### config.mk
export PLATFORM = sky130hd
export DESIGN_NAME = gfau_arbiter_flat
export DESIGN_NICKNAME = d
export VERILOG_FILES = /design/src/rtl/gfau_pkg.sv /design/src/rtl/gfau_arbiter_if.sv /design/src/rtl/gfau_arbiter_rr_pick.sv /design/src/rtl/gfau_arbiter.sv /design/src/flat_wrapper.sv
export SDC_FILE = /design/constraint.sdc
export NUM_CORES = 1
export LEC_CHECK = 0
export BUFFER_PORTS_ARGS = -buffer_cell sky130_fd_sc_hd__buf_2
export CAP_MARGIN = 0
export CORE_ASPECT_RATIO = 0.8
export CORE_MARGIN = 2
export CORE_UTILIZATION = 25
export DETAILED_ROUTE_END_ITERATION = 8
export PLACE_DENSITY_LB_ADDON = 0.05
export SYNTH_ARGS = -nofsm -noshare
export SYNTH_HDL_FRONTEND = slang
export SYNTH_SLANG_ARGS = --single-unit
### constraint.sdc
create_clock -name i_clk -period 2.1 [get_ports i_clk]
set_input_delay 0.315 -clock i_clk [delete_from_list [all_inputs] [get_ports i_clk]]
set_output_delay 0.315 -clock i_clk [all_outputs]
set_load 0.005 [all_outputs]
### src/rtl/gfau_pkg.sv
// gfau_pkg: shared GFAU definitions.
//   OP_ADD/OP_SUB/OP_MUL/OP_INV : GFAU operation_select encodings
//   arb_state_t                 : arbiter FSM states
//   DEFAULT_WIDTH               : default operand/result width
package gfau_pkg;
  localparam int DEFAULT_WIDTH = 32;
  localparam logic [1:0] OP_ADD = 2'b00;
  localparam logic [1:0] OP_SUB = 2'b01;
  localparam logic [1:0] OP_MUL = 2'b10;
  localparam logic [1:0] OP_INV = 2'b11;
  typedef enum logic [1:0] {S_IDLE, S_ISSUE, S_WAIT, S_RESP} arb_state_t;
endpackage

### src/rtl/gfau_arbiter_if.sv
// gfau_arbiter_if: requester and GFAU side signals of the GFAU arbiter.
//   req_valid/req_op/req_in0/req_in1 -> arbiter, req_ready <- arbiter (packed per requester)
//   rsp_valid/rsp_result/rsp_err     <- arbiter
//   gfau_op/gfau_in0/gfau_in1/gfau_start <- arbiter, gfau_done/gfau_result -> arbiter
//   busy                             <- arbiter
//   slave modport: the arbiter; master modport: the surrounding logic
interface gfau_arbiter_if import gfau_pkg::*; #(
  parameter int WIDTH = DEFAULT_WIDTH,
  parameter int NUM_REQ = 2
);
  logic [NUM_REQ-1:0] req_valid, req_ready, rsp_valid;
  logic [2*NUM_REQ-1:0] req_op;
  logic [WIDTH*NUM_REQ-1:0] req_in0, req_in1;
  logic [WIDTH-1:0] rsp_result, gfau_in0, gfau_in1, gfau_result;
  logic [1:0] gfau_op;
  logic rsp_err, gfau_start, gfau_done, busy;
  modport slave (
    input req_valid, req_op, req_in0, req_in1, gfau_done, gfau_result,
    output req_ready, rsp_valid, rsp_result, rsp_err, gfau_op, gfau_in0, gfau_in1, gfau_start, busy
  );
  modport master (
    output req_valid, req_op, req_in0, req_in1, gfau_done, gfau_result,
    input req_ready, rsp_valid, rsp_result, rsp_err, gfau_op, gfau_in0, gfau_in1, gfau_start, busy
  );
endinterface

### src/rtl/gfau_arbiter_rr_pick.sv
// rr_pick: combinational round-robin pick.
//   req   : request vector
//   ptr   : highest-priority index this cycle
//   grant : one-hot winner (first set bit at or above ptr, wrapping)
//   idx   : binary index of the winner
//   any   : at least one request present
module rr_pick #(
  parameter int N = 2,
  localparam int IW = $clog2(N)
) (
  input  logic [N-1:0]  req,
  input  logic [IW-1:0] ptr,
  output logic [N-1:0]  grant,
  output logic [IW-1:0] idx,
  output logic          any
);
  // Scanning from the farthest offset back toward ptr lets the nearest hit win.
  always_comb begin
    grant = '0;
    idx = '0;
    for (int i = N - 1; i >= 0; i--) begin
      if (req[(int'(ptr) + i) % N]) begin
        grant = '0;
        grant[(int'(ptr) + i) % N] = 1'b1;
        idx = IW'((int'(ptr) + i) % N);
      end
    end
  end
  assign any = |req;
endmodule

### src/rtl/gfau_arbiter.sv
// gfau_arbiter: round-robin sharing of one GFAU among NUM_REQ requesters.
//   i_clk, i_rst : clock, synchronous active-high reset
//   bus (slave)  : requester handshake, response, GFAU drive/return, busy
//   GFAU_ARB_TIMEOUT_EN : when defined, WAIT gives up after TIMEOUT cycles with rsp_err=1
module gfau_arbiter import gfau_pkg::*; #(
  parameter int WIDTH = DEFAULT_WIDTH,
  parameter int NUM_REQ = 2,
  parameter int TIMEOUT = 255
) (
  input logic i_clk,
  input logic i_rst,
  gfau_arbiter_if.slave bus
);
  localparam int IW = $clog2(NUM_REQ);
  arb_state_t state, state_nx;
  logic [IW-1:0] ptr, owner, win_idx;
  logic [NUM_REQ-1:0] win;
  logic [1:0] op_q;
  logic [WIDTH-1:0] in0_q, in1_q, res_q;
  logic any_req, done_in, tmo, err_q;
  rr_pick #(.N(NUM_REQ)) u_pick (
    .req(bus.req_valid),
    .ptr(ptr),
    .grant(win),
    .idx(win_idx),
    .any(any_req)
  );
  assign done_in = state == S_WAIT && bus.gfau_done;
`ifdef GFAU_ARB_TIMEOUT_EN
  localparam int CW = $clog2(TIMEOUT + 1);
  logic [CW-1:0] wait_cnt;
  always_ff @(posedge i_clk) wait_cnt <= (i_rst || state != S_WAIT) ? '0 : wait_cnt + 1'b1;
  assign tmo = state == S_WAIT && wait_cnt == CW'(TIMEOUT - 1);
`else
  localparam int unused_timeout = TIMEOUT;
  assign tmo = 1'b0;
`endif
  always_comb begin
    state_nx = state;
    bus.req_ready = '0;
    bus.rsp_valid = '0;
    bus.gfau_start = 1'b0;
    case (state)
      S_IDLE: begin
        bus.req_ready = win;
        state_nx = any_req ? S_ISSUE : S_IDLE;
      end
      S_ISSUE: begin
        bus.gfau_start = 1'b1;
        state_nx = S_WAIT;
      end
      S_WAIT: state_nx = (bus.gfau_done || tmo) ? S_RESP : S_WAIT;
      default: begin
        bus.rsp_valid = NUM_REQ'(1) << owner;
        state_nx = S_IDLE;
      end
    endcase
  end
  always_ff @(posedge i_clk) begin
    if (i_rst) begin
      state <= S_IDLE;
      ptr <= '0;
      owner <= '0;
      op_q <= '0;
      in0_q <= '0;
      in1_q <= '0;
      res_q <= '0;
      err_q <= 1'b0;
    end else begin
      state <= state_nx;
      if (state == S_IDLE && any_req) begin
        owner <= win_idx;
        op_q <= bus.req_op[2*win_idx +: 2];
        in0_q <= bus.req_in0[WIDTH*win_idx +: WIDTH];
        in1_q <= bus.req_in1[WIDTH*win_idx +: WIDTH];
      end
      if (done_in) begin
        res_q <= bus.gfau_result;
        err_q <= 1'b0;
      end else if (tmo) err_q <= 1'b1;
      if (state == S_RESP) ptr <= owner == IW'(NUM_REQ - 1) ? '0 : owner + 1'b1;
    end
  end
  assign bus.rsp_result = res_q;
  assign bus.rsp_err = err_q;
  assign bus.gfau_op = op_q;
  assign bus.gfau_in0 = in0_q;
  assign bus.gfau_in1 = in1_q;
  assign bus.busy = state != S_IDLE;
endmodule

### src/flat_wrapper.sv
// flat-port wrapper written by rule: the top's interface ports become plain ports
module gfau_arbiter_flat import gfau_pkg::*;
#(
  parameter int WIDTH = DEFAULT_WIDTH,
  parameter int NUM_REQ = 2,
  parameter int TIMEOUT = 255
)
  (i_clk, i_rst, bus_req_valid, bus_req_op, bus_req_in0, bus_req_in1, bus_gfau_done, bus_gfau_result, bus_req_ready, bus_rsp_valid, bus_rsp_result, bus_rsp_err, bus_gfau_op, bus_gfau_in0, bus_gfau_in1, bus_gfau_start, bus_busy);
  gfau_arbiter_if #(.WIDTH(WIDTH), .NUM_REQ(NUM_REQ)) bus_i ();
  input logic i_clk;
  input logic i_rst;
  input wire logic [$bits(bus_i.req_valid)-1:0] bus_req_valid;
  input wire logic [$bits(bus_i.req_op)-1:0] bus_req_op;
  input wire logic [$bits(bus_i.req_in0)-1:0] bus_req_in0;
  input wire logic [$bits(bus_i.req_in1)-1:0] bus_req_in1;
  input wire logic [$bits(bus_i.gfau_done)-1:0] bus_gfau_done;
  input wire logic [$bits(bus_i.gfau_result)-1:0] bus_gfau_result;
  output wire logic [$bits(bus_i.req_ready)-1:0] bus_req_ready;
  output wire logic [$bits(bus_i.rsp_valid)-1:0] bus_rsp_valid;
  output wire logic [$bits(bus_i.rsp_result)-1:0] bus_rsp_result;
  output wire logic [$bits(bus_i.rsp_err)-1:0] bus_rsp_err;
  output wire logic [$bits(bus_i.gfau_op)-1:0] bus_gfau_op;
  output wire logic [$bits(bus_i.gfau_in0)-1:0] bus_gfau_in0;
  output wire logic [$bits(bus_i.gfau_in1)-1:0] bus_gfau_in1;
  output wire logic [$bits(bus_i.gfau_start)-1:0] bus_gfau_start;
  output wire logic [$bits(bus_i.busy)-1:0] bus_busy;
  assign bus_i.req_valid = bus_req_valid;
  assign bus_i.req_op = bus_req_op;
  assign bus_i.req_in0 = bus_req_in0;
  assign bus_i.req_in1 = bus_req_in1;
  assign bus_i.gfau_done = bus_gfau_done;
  assign bus_i.gfau_result = bus_gfau_result;
  assign bus_req_ready = bus_i.req_ready;
  assign bus_rsp_valid = bus_i.rsp_valid;
  assign bus_rsp_result = bus_i.rsp_result;
  assign bus_rsp_err = bus_i.rsp_err;
  assign bus_gfau_op = bus_i.gfau_op;
  assign bus_gfau_in0 = bus_i.gfau_in0;
  assign bus_gfau_in1 = bus_i.gfau_in1;
  assign bus_gfau_start = bus_i.gfau_start;
  assign bus_busy = bus_i.busy;
  gfau_arbiter #(.WIDTH(WIDTH), .NUM_REQ(NUM_REQ), .TIMEOUT(TIMEOUT)) u_core (.i_clk(i_clk), .i_rst(i_rst), .bus(bus_i));
endmodule
### After elaboration in Yosys (flattened, before gate mapping)

Cells that the tools add are included.

| operators by class | value |
|---|---|
| add/sub/neg operators | 2 |
| $lt $le $gt $ge | 4 |
| eq/ne operators | 3 |
| shift-type cells | 4 |
| mux-type cells | 20 |
| bitwise operators | 1 |
| reduce and logical (&&, ||, !) cells | 8 |

Operator list:

| cell | count |
|---|---|
| 64-bit by 7-bit indexed part select with 32-bit output | 2 |
| 1-bit two-way mux | 13 |
| 2-bit two-way mux | 4 |
| 2-bit case mux with 3 select lines | 1 |
| 2-bit == test, second input constant | 2 |
| 1-bit logical AND | 4 |
| 4-bit by 3-bit indexed part select with 2-bit output | 1 |
| 2-bit by 3-bit < comparator with 1-bit output, second input constant | 1 |
| 3-bit OR reduction | 1 |
| 1-bit adder, second input constant | 2 |
| 1-bit demux with 1-bit select | 2 |
| 2-bit by 1-bit == test with 1-bit output, second input constant | 1 |
| 2-bit by 1-bit >= comparator with 1-bit output, second input constant | 1 |
| 2-bit logical NOT | 1 |
| 1-bit by 2-bit < comparator with 1-bit output, second input constant | 1 |
| 2-bit nonzero test | 1 |
| 2-bit OR reduction | 1 |
| 1-bit by 1-bit left shift with 2-bit output, first input constant | 1 |
| 1-bit bitwise AND, first input constant | 1 |
| 1-bit >= comparator, second input constant | 1 |

| storage, ports and cells | value |
|---|---|
| register bits after elaboration | 102 |
| output and inout port bits | 105 |

### Depth between registers and ports, before layout

Gate-level depths: netlist of run 1.

| logic depth | value |
|---|---|
| word-level depth | 9 |
| depth in mapped cells | 8 |

### Cells and area by module

From an unflattened synthesis of run 1, not the netlist that was laid out.

| second synthesis, totals | value |
|---|---|
| cell total of the unflattened synthesis | 479 |
| area, all modules | 4,740.8 sq um |

By module, submodules not included:

| module | times used | cells an instance | area an instance (sq um) | seq. area each (sq um) |
|---|---|---|---|---|
| gfau_arbiter | 1 | 474 | 4,708.3 | 2,042.0 |
| rr_pick | 1 | 5 | 32.5 | 0.0 |

### Worst setup path before layout of run 1

No wires, ideal clock.

| path | value |
|---|---|
| path kind | reg-to-reg |
| from | register u_core.state[0] |
| to | register u_core.in0_q[10] (netlist: u_core.bus.gfau_in0[10]) |
| setup time | 0.091 ns |
| data arrival time | 1.357 ns |
| required time | 2.009 ns |
| slack | 0.652 ns |
| cell stages (with the launch flop) | 8 |
| path buffers | 3 |
| cells stage by stage | dfxtp_1 -> inv_1 -> ha_1 -> o21a_1 -> buf_2 -> buf_6 -> buf_4 -> a311oi_1 |

| on the way | value |
|---|---|
| longest elaborated chain between the ends | 2 |

RTL lines:

| what | RTL line | source |
|---|---|---|
| from (decl) | gfau_arbiter.sv:15 | `arb_state_t state, state_nx;` |
| from (signal assigned) | gfau_arbiter.sv:70 | `state <= state_nx;` |
| 2-bit logical NOT | gfau_arbiter.sv:71 | `if (state == S_IDLE && any_req) begin` |
| 1-bit logical AND | gfau_arbiter.sv:71 |  |
| to (signal assigned) | gfau_arbiter.sv:74 | `in0_q <= bus.req_in0[WIDTH*win_idx +: WIDTH];` |
| to (decl) | gfau_arbiter.sv:19 | `logic [WIDTH-1:0] in0_q, in1_q, res_q;` |

Every way passes these cells.
A chain may end at the register's enable or synchronous reset.

### Final worst setup path of run 1

| path | value |
|---|---|
| from | register u_core.ptr |
| to | output bus_req_ready[1] |

| on the way | value |
|---|---|
| longest elaborated chain between the ends | 9 |

RTL lines:

| what | RTL line | source |
|---|---|---|
| from (decl) | gfau_arbiter.sv:16 | `logic [IW-1:0] ptr, owner, win_idx;` |
| from (signal assigned) | gfau_arbiter.sv:81 | `if (state == S_RESP) ptr <= owner == IW'(NUM_REQ - 1) ? '0 : owner + 1'b1;` |
| 1-bit adder | gfau_arbiter_rr_pick.sv:22, gfau_arbiter_rr_pick.sv:24 |  |
| 1-bit bitwise AND (no line) | n/a |  |
| 2-bit by 3-bit < comparator with 1-bit output (implied by the code) / 2-bit by 1-bit >= comparator with 1-bit output (equally long branches) | gfau_arbiter_rr_pick.sv:24 | `grant[(int'(ptr) + i) % N] = 1'b1;` |
| 1-bit logical AND (implied by the code) | gfau_arbiter_rr_pick.sv:24 |  |
| 1-bit two-way mux (implied by the code) | gfau_arbiter_rr_pick.sv:24 |  |
| 1-bit demux with 1-bit select | gfau_arbiter_rr_pick.sv:24 |  |
| 2-bit two-way mux | gfau_arbiter_rr_pick.sv:22 | `if (req[(int'(ptr) + i) % N]) begin` |
| 2-bit two-way mux * | gfau_arbiter_rr_pick.sv:22 |  |
| 2-bit two-way mux * | gfau_arbiter.sv:43 | `case (state)` |
| to (decl) | flat_wrapper.sv:18 | `output wire logic [$bits(bus_i.req_ready)-1:0] bus_req_ready;` |

Mark *: on every way between the ends. The rest lies on a longest branch, timed or not. The select of a mux whose other input is x is not followed.

==> key figures, run 1 <==
Run status
  – Status: complete, no violations

Synthesis
  – Average size of a mapped cell: 8.06 µm²
  – Compound-Gate Fraction of Synth Area: 24.8%
  – Mapped Cells: 552
  – FF+latch count, synth: 102
  – Cell area after synthesis: 4450 µm²
  – Top cell type by total area after synthesis: dfxtp_1
  – Register area share after synthesis: 45.9%
  – Synth top area share: 45.9%
  – Synth Area in Adders: 1.41%
  – Syn Nets: 726
  – Synth top area cells: dfxtp_1, a311oi_1, nand3_1
  – Unique masters post-synth: 25
  – Multiplexer share of the synthesized area: 0%
  – XOR/XNOR Fraction of Synth Area: 0%
  – Yosys warns: 0
  – Post-Synth Simple-Gate Area: 19.8%
  – Largest family of logic cells by synthesized area: compound AO/OA/AOI/OAI gates

Clocking
  – Deepest clock path buffer count: 2
  – Clock sinks: 102
  – H-tree levels: 3
  – Worst skew pair latency: 0.35 ns
  – CTS buffer count: 9
  – Root buffer cell: clkbuf_16
  – Clock slew at reported path FFs: 0.07 ns
  – CTS tree: built

Global route
  – Vias in the first global route: 4642
  – First-pass GRT wire length: 24600 µm
  – Initial antenna violation count: 0
  – Global route overflow: 0
  – Largest net degree at the start of global routing: 53
  – GRT Overall Usage: 16.4%

Drt
  – DRC viols: 0
  – WL/cell: 16.0 µm
  – Initial DRC count: 206
  – Vias/cell: 4.84
  – Routed WL: 16300 µm
  – Via count: 4927
  – Final ANT Viol Nets: 0
  – DRT Pass-1 Iters: 4

Worst setup path
  – WP data required: 1.78 ns
  – Critical path arrival: 1.53 ns
  – R2R Path Start: u_core.ptr$_SDFFE_PP0N_
  – Flop2flop setup slack: 0.32 ns
  – Setup CP Type: flip-flop to primary output
  – Critical path's top delay family: simple AND/OR/NAND/NOR gates
  – Slowest cell on the critical path: and2b_2
  – CP peak stage delay: 0.61 ns
  – Element type at the critical path start: flip-flop
  – Critical Path Sink Type: primary output
  – Crit path buf inv count: 1
  – Cell breakdown of the critical path: and2b_2, nor3_1, buf_2
  – Critical path origin: u_core.ptr$_SDFFE_PP0N_
  – CP Max Fanout: 31

STA
  – Clock Skew: 0.00810 ns
  – Final min period: 1.84 ns
  – Final setup violation count: 0
  – Slew headroom: 59.9%
  – Max-slew violations: 0
  – Setup TNS: 0 ns
  – Hold Violations, Final: 0
  – Actual slew at the worst max-slew pin: 0.601 ns
  – F_max: 542 MHz
  – RSZ-0062 raised after global routing: false
  – Period utilization: 87.8%

Power
  – Switching Fraction: 31.9%
  – Peak supply drop: 0.000339 V
  – Leak pwr: 2.81 nW
  – Clock power frac: 29.7%
  – Gate power share: 28.4%
  – Pwr/cell area: 930 nW/µm²
  – Sequential Power Share: 41.8%
  – Sw Pwr: 0.00186 W
  – Internal: 0.00396 W

Placement
  – Post-DP HPWL: 11400 µm
  – # port buffers: 272
  – Final RePlAce weighted congestion: 0.778

Worst hold path
  – Hold WC Path Type: primary input to flip-flop
  – Hold path start: bus_gfau_result[9]

Final layout
  – Synth-to-Final Area Change: 40.6%
  – N_diodes: 0
  – Multi-input gate area: 2060 µm²
  – Final nets: 961
  – FF+latch area: 2040 µm²
  – Commonest cells after routing, fill and taps aside: buf_2, dfxtp_1, nor2_1
  – Share of layout cells above drive strength 1: 38.8%
  – Layout Utilization: 36.0%
  – Commonest non-fill, non-tap cell in the layout: buf_2
  – Fill cells: 1872

Job
  – Max-capacitance violation count: 0

Floorplanning
  – Die H: 123 µm
  – Die Wd: 153 µm
  – Initial Util: 25.6%
  – Die area: 18900 µm²
  – CORE AREA: 17400 µm²
  – Io pins: 274
  – Cell row count: 43
[layout make-up]
class	count	share of cell area, %
tap	225	4.50
clock inverter	5	0.920
inverter	4	0.240
sequential	102	32.7
multi-input combinational	383	33.0
clock buffer	11	3.88
timing repair buffer	287	24.8
[final timing paths]
| kind | endpoint | depth (start not counted) |
|---|---|---|
| max | bus_req_ready[1] | 3 |
| min | u_core.bus.rsp_result[9]$_SDFFE_PP0P_ | 3 |
| max reg2reg | u_core.bus.gfau_in0[31]$_SDFFE_PP0P_ | 4 |
| min reg2reg | u_core.bus.rsp_result[9]$_SDFFE_PP0P_ | 2 |
[stage by stage]
step | power [W] | std cells | setup slack, ns | instance area (µm²) | hold slack, ns
floorplan | 0.00344 | 552 | 0.652 | 4450 | 0.451
finish | 0.00582 | 1017 | 0.256 | 6250 | 0.198
detailed placement | 0.00415 | 1001 | 0.232 | 5950 | 0.444
global placement | 0.00413 | 1001 | 0.279 | 5950 | 0.440
CTS | 0.00591 | 1017 | 0.219 | 6250 | 0.180
global route | 0.00619 | 1017 | 0.124 | 6250 | 0.193
[state kept, by name, indices dropped and copies added, names as in the netlist]
signal                 flops
u_core.bus.gfau_in0       32
u_core.state               2
u_core.bus.gfau_in1       32
u_core.ptr                 1
u_core.owner               1
u_core.bus.rsp_result     32
u_core.bus.gfau_op         2
[layer usage]
layer | wire length [µm] | track usage, % | part of all wire (%) | vias up
met5 | 0 | 0 | 0 | -
met4 | 318 | 5.32 | 2.0 | 0
met3 | 1320 | 5.26 | 8.1 | 20
met2 | 7470 | 27.0 | 46 | 199
met1 | 7180 | 20.5 | 44 | 2261
li1 | - | - | - | 2447
[cell families after synthesis]
logic type               count (synthesis)
AO/OA/AOI/OAI                          169
adder cells (fa/ha/maj)                  5
buffers and inverters                   67
flip-flops                             102
other                                    1
AND/OR/NAND/NOR                        208
[repair_timing]
action / CTS / global route
hold buffers: 0 / 0
buffers inserted: 0 / 0
gates resized for setup: 0 / 1
endpoints found under the setup margin: 0 / 1
[power groups by stage]
| stage | combinational, W | clock [W] | sequential [W] |
|---|---|---|---|
| global route | 0.00185 | 0.00187 | 0.00247 |
| detailed placement | 0.00168 | 0 | 0.00248 |
| CTS | 0.00168 | 0.00180 | 0.00244 |
| global placement | 0.00166 | 0 | 0.00246 |
| finish | 0.00165 | 0.00173 | 0.00243 |
| floorplan | 0.000946 | 0 | 0.00249 |
[synthesized netlist by cell type]
| master | number |
|---|---|
| dfxtp_1 | 102 |
| nor2_1 | 68 |
| a311oi_1 | 66 |
| nand2_1 | 66 |
| nand3_1 | 66 |
| o21ai_0 | 59 |
| a21oi_1 | 33 |
| clkbuf_1 | 33 |
| buf_2 | 14 |
| buf_6 | 9 |
| o21ai_1 | 8 |
| buf_4 | 5 |
| ha_1 | 5 |
| inv_1 | 3 |
| and2_1 | 2 |
| buf_1 | 2 |
| nor2b_1 | 2 |
| nor3_1 | 2 |
| a211oi_1 | 1 |
| a32oi_1 | 1 |
| and2b_1 | 1 |
| conb_1 | 1 |
| inv_2 | 1 |
| nand2b_1 | 1 |
| o21a_1 | 1 |
[worst reg2reg max path: cells and delay by family (launching register included)]
kind | cells | cell delay (ns)
buffers and inverters | 1 | 0.37
flip-flops | 1 | 0.33
AND/OR/NAND/NOR | 1 | 0.61
AO/OA/AOI/OAI | 2 | 0.39
Note: power is estimated with default switching activity, not from simulation.
==> run 2, diff against run 1 <==
--- a/constraint.sdc
+++ b/constraint.sdc
@@ -3,2 +3,2 @@
 set_output_delay 0.315 -clock i_clk [all_outputs]
-set_load 0.005 [all_outputs]
+set_load 0.02 [all_outputs]
==> key figures, run 2 (same netlist as run 1, synthesis figures left out) <==
STA
  – Clock Skew: 0.00631 ns (-0.00179 ns)
  – Hold Slack: 0.199 ns (+0.00163 ns)
  – RSZ-0062 raised after global routing: false
  – Final min period: 1.86 ns (+0.0129 ns)
  – Slew headroom: 59.0% (-0.91 points)
  – F_max: 539 MHz (-0.70%)
  – Setup TNS: 0 ns (unchanged)
  – Hold Violations, Final: 0 (unchanged)
  – Max-slew violations: 0 (unchanged)
  – Actual slew at the worst max-slew pin: 0.615 ns (+0.0136 ns)
  – Final setup violation count: 0 (unchanged)
  – Final WS setup: 0.243 ns (-0.0129 ns)
  – Period utilization: 88.4% (+0.62 points)

Clocking
  – Root buffer cell: clkbuf_16
  – H-tree levels: 3 (unchanged)
  – Clock slew at reported path FFs: 0.07 ns (about the same)
  – CTS buffer count: 9 (unchanged)
  – Resize count post-CTS: 0 (unchanged)
  – Post-CTS setup buffer count: 0 (unchanged)
  – Worst skew pair latency: 0.35 ns (about the same)
  – Clock sinks: 102 (unchanged)
  – Deepest clock path buffer count: 2 (unchanged)
  – Hold Buf Count CTS: 0 (unchanged)
  – CTS tree: built

Drt
  – Routed WL: 16200 µm (-0.76%)
  – Vias/cell: 4.86 (+0.22%)
  – DRC viols: 0 (unchanged)
  – Via count: 4933 (+0.12%)
  – DRT Pass-1 Iters: 4 (unchanged)
  – Initial DRC count: 240 (+17%)
  – Final ANT Viol Nets: 0 (unchanged)
  – WL/cell: 15.9 µm (-0.66%)

Worst setup path
  – CP Max Fanout: 29 (-6.5%)
  – Crit path depth: 3 (unchanged)
  – FF-to-FF End: u_core.bus.gfau_in1[24]$_SDFFE_PP0P_
  – Critical path endpoint: bus_req_ready[1]
  – Crit path buf inv count: 1 (unchanged)
  – Cell breakdown of the critical path: and2b_2, nor3_1, buf_2
  – WP data required: 1.78 ns (about the same)
  – Flop2flop setup slack: 0.32 ns (about the same)
  – Critical path arrival: 1.54 ns (about the same)
  – Slowest cell on the critical path: and2b_2
  – Critical path origin: u_core.ptr$_SDFFE_PP0N_
  – CP peak stage delay: 0.43 ns (-0.18 ns)
  – Element type at the critical path start: flip-flop
  – R2R cell count: 6 (+2)
  – R2R Path Start: u_core.state[0]$_SDFF_PP0_
  – Critical Path Sink Type: primary output
  – Critical path's top delay family: simple AND/OR/NAND/NOR gates
  – Setup CP Type: flip-flop to primary output

Floorplanning
  – Die Wd: 153 µm (unchanged)
  – Die H: 123 µm (unchanged)
  – Io pins: 274 (unchanged)
  – CORE AREA: 17400 µm² (unchanged)
  – Initial Util: 25.6% (unchanged)
  – Cell row count: 43 (unchanged)
  – Die area: 18900 µm² (unchanged)

Global route
  – GRT Overall Usage: 16.3% (-0.091 points)
  – Vias in the first global route: 4678 (+0.78%)
  – Largest net degree at the start of global routing: 63 (+19%)
  – Global route overflow: 0 (unchanged)
  – Initial antenna violation count: 0 (unchanged)
  – First-pass GRT wire length: 24500 µm (-0.53%)

Final layout
  – Commonest non-fill, non-tap cell in the layout: buf_2
  – Share of layout cells above drive strength 1: 38.6% (-0.16 points)
  – Synth-to-Final Area Change: 39.8%
  – Commonest cells after routing, fill and taps aside: buf_2, dfxtp_1, nor2_1
  – Final nets: 959 (-0.21%)

Power
  – Switching Fraction: 36.8% (+4.8 points)
  – Clock power frac: 26.5% (-3.2 points)
  – Internal: 0.00384 W (-3.0%)
  – Sw Pwr: 0.00224 W (+20%)
  – Pwr Total: 0.00608 W (+4.5%)
  – Peak supply drop: 0.000456 V (+34%)
  – Leak pwr: 2.78 nW (-0.98%)
  – Sequential Power Share: 39.8% (-2.0 points)
  – Gate power share: 33.7% (+5.3 points)
  – Pwr/cell area: 977 nW/µm² (+5.1%)

Placement
  – # port buffers: 272 (unchanged)
  – Post-DP HPWL: 11200 µm (-1.6%)
  – Dpl ws: 0.195 ns (-0.0375 ns)
  – Final RePlAce weighted congestion: 0.772 (-0.77%)

Run status
  – Status: complete, no violations

Job
  – Max-capacitance violation count: 0 (unchanged)

Worst hold path
  – Hold WC Path Type: primary input to flip-flop
## run 2: layer usage
metal,track usage (%),routed length (µm),vias up
met5,0,0,-
met4,5.84,337,0
met3,5.71,1300,21
met2,26.3,7450,180
met1,20.3,7070,2291
li1,-,-,2441
## run 2: how the worst min path moves through the flow
stage | from | endpoint | cells after the start | slack [ns]
6_report | bus_gfau_result[16] | u_core.bus.rsp_result[16]$_SDFFE_PP0P_ | 3 | 0.20
5_1_grt | bus_gfau_result[20] | u_core.bus.rsp_result[20]$_SDFFE_PP0P_ | 3 | 0.20
4_1_cts | bus_gfau_result[28] | u_core.bus.rsp_result[28]$_SDFFE_PP0P_ | 3 | 0.18
3_5_place_dp | u_core.bus.rsp_result[20]$_SDFFE_PP0P_ | u_core.bus.rsp_result[20]$_SDFFE_PP0P_ | 2 | 0.44
3_3_place_gp | u_core.bus.rsp_result[14]$_SDFFE_PP0P_ | u_core.bus.rsp_result[14]$_SDFFE_PP0P_ | 2 | 0.44
2_1_floorplan | bus_gfau_result[0] | u_core.bus.rsp_result[0]$_SDFFE_PP0P_ | 2 | 0.45
## run 2: worst register-to-register path, stage by stage, from the launching register on
cell and delay [ns]:
dfxtp_1 0.35, inv_1 0.09, ha_1 0.27, o21a_4 0.37
buf_4 0.29, nor2_1 0.06, a311oi_1 0.26
## run 2: metrics by stage
| step | instance area, µm² | utilization [%] | std cells |
|---|---|---|---|
| after floorplan | 4450 | - | 552 |
| after global placement | 5940 | 34.2 | 999 |
| after detailed placement | 5940 | 34.2 | 999 |
| after CTS | 6210 | 35.8 | 1015 |
| after global routing | 6210 | 35.8 | 1015 |
| final | 6220 | 35.8 | 1016 |
## run 2: power groups by stage
stage / combinational, W / clock [W] / sequential [W]
after floorplan: 0.000971 / 0 / 0.00285
after global placement: 0.00205 / 0 / 0.00246
after detailed placement: 0.00207 / 0 / 0.00247
after CTS: 0.00207 / 0.00168 / 0.00242
after global routing: 0.00224 / 0.00173 / 0.00246
final: 0.00205 / 0.00161 / 0.00242
## run 2: cell type report
class                           instances  area, µm²
Antenna cell                            1       2.50
Clock buffer                           11        243
Clock inverter                          5       33.8
Fill cell                            1905      11200
Inverter                                4       15.0
Multi-Input combinational cell        383       2060
Sequential cell                       102       2040
Tap cell                              225        282
Timing Repair Buffer                  285       1540
==> run 3, diff against run 2 <==
Settings changed: PLACE_DENSITY_LB_ADDON 0.05 to unset.
==> key figures, run 3 (same netlist as run 1, synthesis figures left out) <==
Clocking
  – Worst skew pair latency: 0.35 ns (about the same)
  – Resize count post-CTS: 0 (unchanged)
  – Post-CTS setup buffer count: 0 (unchanged)
  – Clock slew at reported path FFs: 0.07 ns (about the same)
  – CTS tree: built
  – Clock sinks: 102 (unchanged)
  – CTS buffer count: 9 (unchanged)
  – Deepest clock path buffer count: 2 (unchanged)
  – Hold Buf Count CTS: 0 (unchanged)
  – Root buffer cell: clkbuf_16
  – H-tree levels: 3 (unchanged)

Worst setup path
  – Critical path's top delay family: buffers and inverters
  – Crit path buf inv count: 3 (+2)
  – Setup CP Type: flip-flop to primary output
  – Flop2flop setup slack: 0.34 ns (+0.02 ns)
  – Critical path arrival: 1.61 ns (+0.07 ns)
  – Critical Path Sink Type: primary output
  – Slowest cell on the critical path: dfxtp_1
  – WP data required: 1.78 ns (about the same)
  – CP peak stage delay: 0.35 ns (-0.08 ns)
  – Cell breakdown of the critical path: inv_1, ha_1, inv_1, nor3_1, buf_2
  – R2R cell count: 6 (unchanged)
  – Crit path depth: 5 (+2)
  – CP Max Fanout: 5 (-83%)
  – Element type at the critical path start: flip-flop
  – Most used cell, CP: inv_1

Power
  – Gate power share: 32.5% (-1.2 points)
  – Leak pwr: 2.83 nW (+1.7%)
  – Internal: 0.00399 W (+3.7%)
  – Pwr/cell area: 990 nW/µm² (+1.2%)
  – Switching Fraction: 36.2% (-0.60 points)
  – Clock power frac: 28.4% (+1.9 points)
  – Sequential Power Share: 39.0% (-0.8 points)
  – Sw Pwr: 0.00226 W (+1.1%)
  – Peak supply drop: 0.000358 V (-21%)

STA
  – Final WS setup: 0.176 ns (-0.0675 ns)
  – Setup TNS: 0 ns (unchanged)
  – Hold Violations, Final: 0 (unchanged)
  – Hold Slack: 0.204 ns (+0.00526 ns)
  – Slew headroom: 65.1% (+6.1 points)
  – Period utilization: 91.6% (+3.2 points)
  – Final min period: 1.92 ns (+0.0675 ns)
  – F_max: 520 MHz (-3.5%)
  – Max-slew violations: 0 (unchanged)
  – Clock Skew: 0.00464 ns (-0.00167 ns)
  – Final setup violation count: 0 (unchanged)
  – Actual slew at the worst max-slew pin: 0.523 ns (-0.0920 ns)
  – RSZ-0062 raised after global routing: false

Global route
  – First-pass GRT wire length: 24000 µm (-1.9%)
  – GRT Overall Usage: 15.9% (-0.42 points)
  – Initial antenna violation count: 1 (+1)
  – Global route overflow: 0 (unchanged)
  – Largest net degree at the start of global routing: 68 (+7.9%)
  – Vias in the first global route: 4621 (-1.2%)

Placement
  – Final RePlAce weighted congestion: 0.792 (+2.6%)
  – Post-DP HPWL: 11000 µm (-1.4%)
  – Dpl ws: 0.331 ns (+0.137 ns)
  – # port buffers: 272 (unchanged)

Drt
  – Final ANT Viol Nets: 0 (unchanged)
  – Initial DRC count: 230 (-4.2%)
  – WL/cell: 15.1 µm (-5.2%)
  – DRC viols: 0 (unchanged)
  – Via count: 4886 (-0.95%)
  – DRT Pass-1 Iters: 4 (unchanged)
  – Vias/cell: 4.79 (-1.3%)
  – Routed WL: 15400 µm (-4.8%)

Final layout
  – Synth-to-Final Area Change: 41.9%
  – Commonest cells after routing, fill and taps aside: buf_2, dfxtp_1, nor2_1
  – Layout Utilization: 36.3% (+0.54 points)
  – Final nets: 963 (+0.42%)
  – Commonest non-fill, non-tap cell in the layout: buf_2
  – Share of layout cells above drive strength 1: 38.9% (+0.31 points)

Run status
  – Status: complete, no violations

Worst hold path
  – Hold Path Depth: 3 (unchanged)
  – Hold WC Path Type: primary input to flip-flop

Floorplanning
  – Die area: 18900 µm² (unchanged)
  – Die Wd: 153 µm (unchanged)
  – Cell row count: 43 (unchanged)
  – CORE AREA: 17400 µm² (unchanged)
  – Die H: 123 µm (unchanged)
  – Io pins: 274 (unchanged)
  – Initial Util: 25.6% (unchanged)

Job
  – Max-capacitance violation count: 0 (unchanged)
run 3: worst paths after layout:
path                                          startpoint                                      to
setup / recovery              u_core.state[0]$_SDFF_PP0_                        bus_req_ready[1]
hold reg to reg   u_core.bus.rsp_result[15]$_SDFFE_PP0P_  u_core.bus.rsp_result[15]$_SDFFE_PP0P_
setup reg to reg              u_core.state[0]$_SDFF_PP0_    u_core.bus.gfau_in0[24]$_SDFFE_PP0P_
hold / removal                        bus_gfau_result[4]   u_core.bus.rsp_result[4]$_SDFFE_PP0P_
run 3: routing by layer:
layer | track usage [%] | wire length, µm | vias up
li1 | - | - | 2451
met1 | 20.1 | 6800 | 2224
met2 | 26.5 | 7190 | 200
met5 | 0 | 0 | -
met4 | 4.28 | 212 | 0
met3 | 4.77 | 1190 | 11
run 3: per-stage QoR:
| step | power, W | area (µm²) | cells |
|---|---|---|---|
| floorplan | 0.00382 | 4450 | 552 |
| global placement | 0.00452 | 5990 | 1003 |
| detailed placement | 0.00453 | 5990 | 1003 |
| CTS | 0.00635 | 6310 | 1019 |
| global route | 0.00665 | 6310 | 1020 |
| finish | 0.00625 | 6310 | 1020 |
run 3: power by group through the flow:
stage / logic [W] / clock network [W] / registers, W
2_1_floorplan: 0.000971 / 0 / 0.00285
3_3_place_gp: 0.00205 / 0 / 0.00248
4_1_cts: 0.00206 / 0.00185 / 0.00244
6_report: 0.00203 / 0.00178 / 0.00244
5_1_grt: 0.00224 / 0.00193 / 0.00248
3_5_place_dp: 0.00206 / 0 / 0.00248
run 3: area by class of cell:
| class | count | area, µm² |
|---|---|---|
| diodes | 1 | 2.50 |
| clock buffers | 10 | 239 |
| clock inverters | 6 | 77.6 |
| fillers | 1880 | 11100 |
| inverters | 4 | 15.0 |
| multi-input cells | 383 | 2060 |
| flip-flops and latches | 102 | 2040 |
| well taps | 225 | 282 |
| repair buffers | 289 | 1590 |
run 3: worst reg2reg max path, delay by kind of cell (launching register included):
kind                     cells  cell delay [ns]
adder cells (fa/ha/maj)      1             0.27
flip-flops                   1             0.35
buffers and inverters        2             0.39
AND/OR/NAND/NOR              1             0.06
AO/OA/AOI/OAI                2             0.60
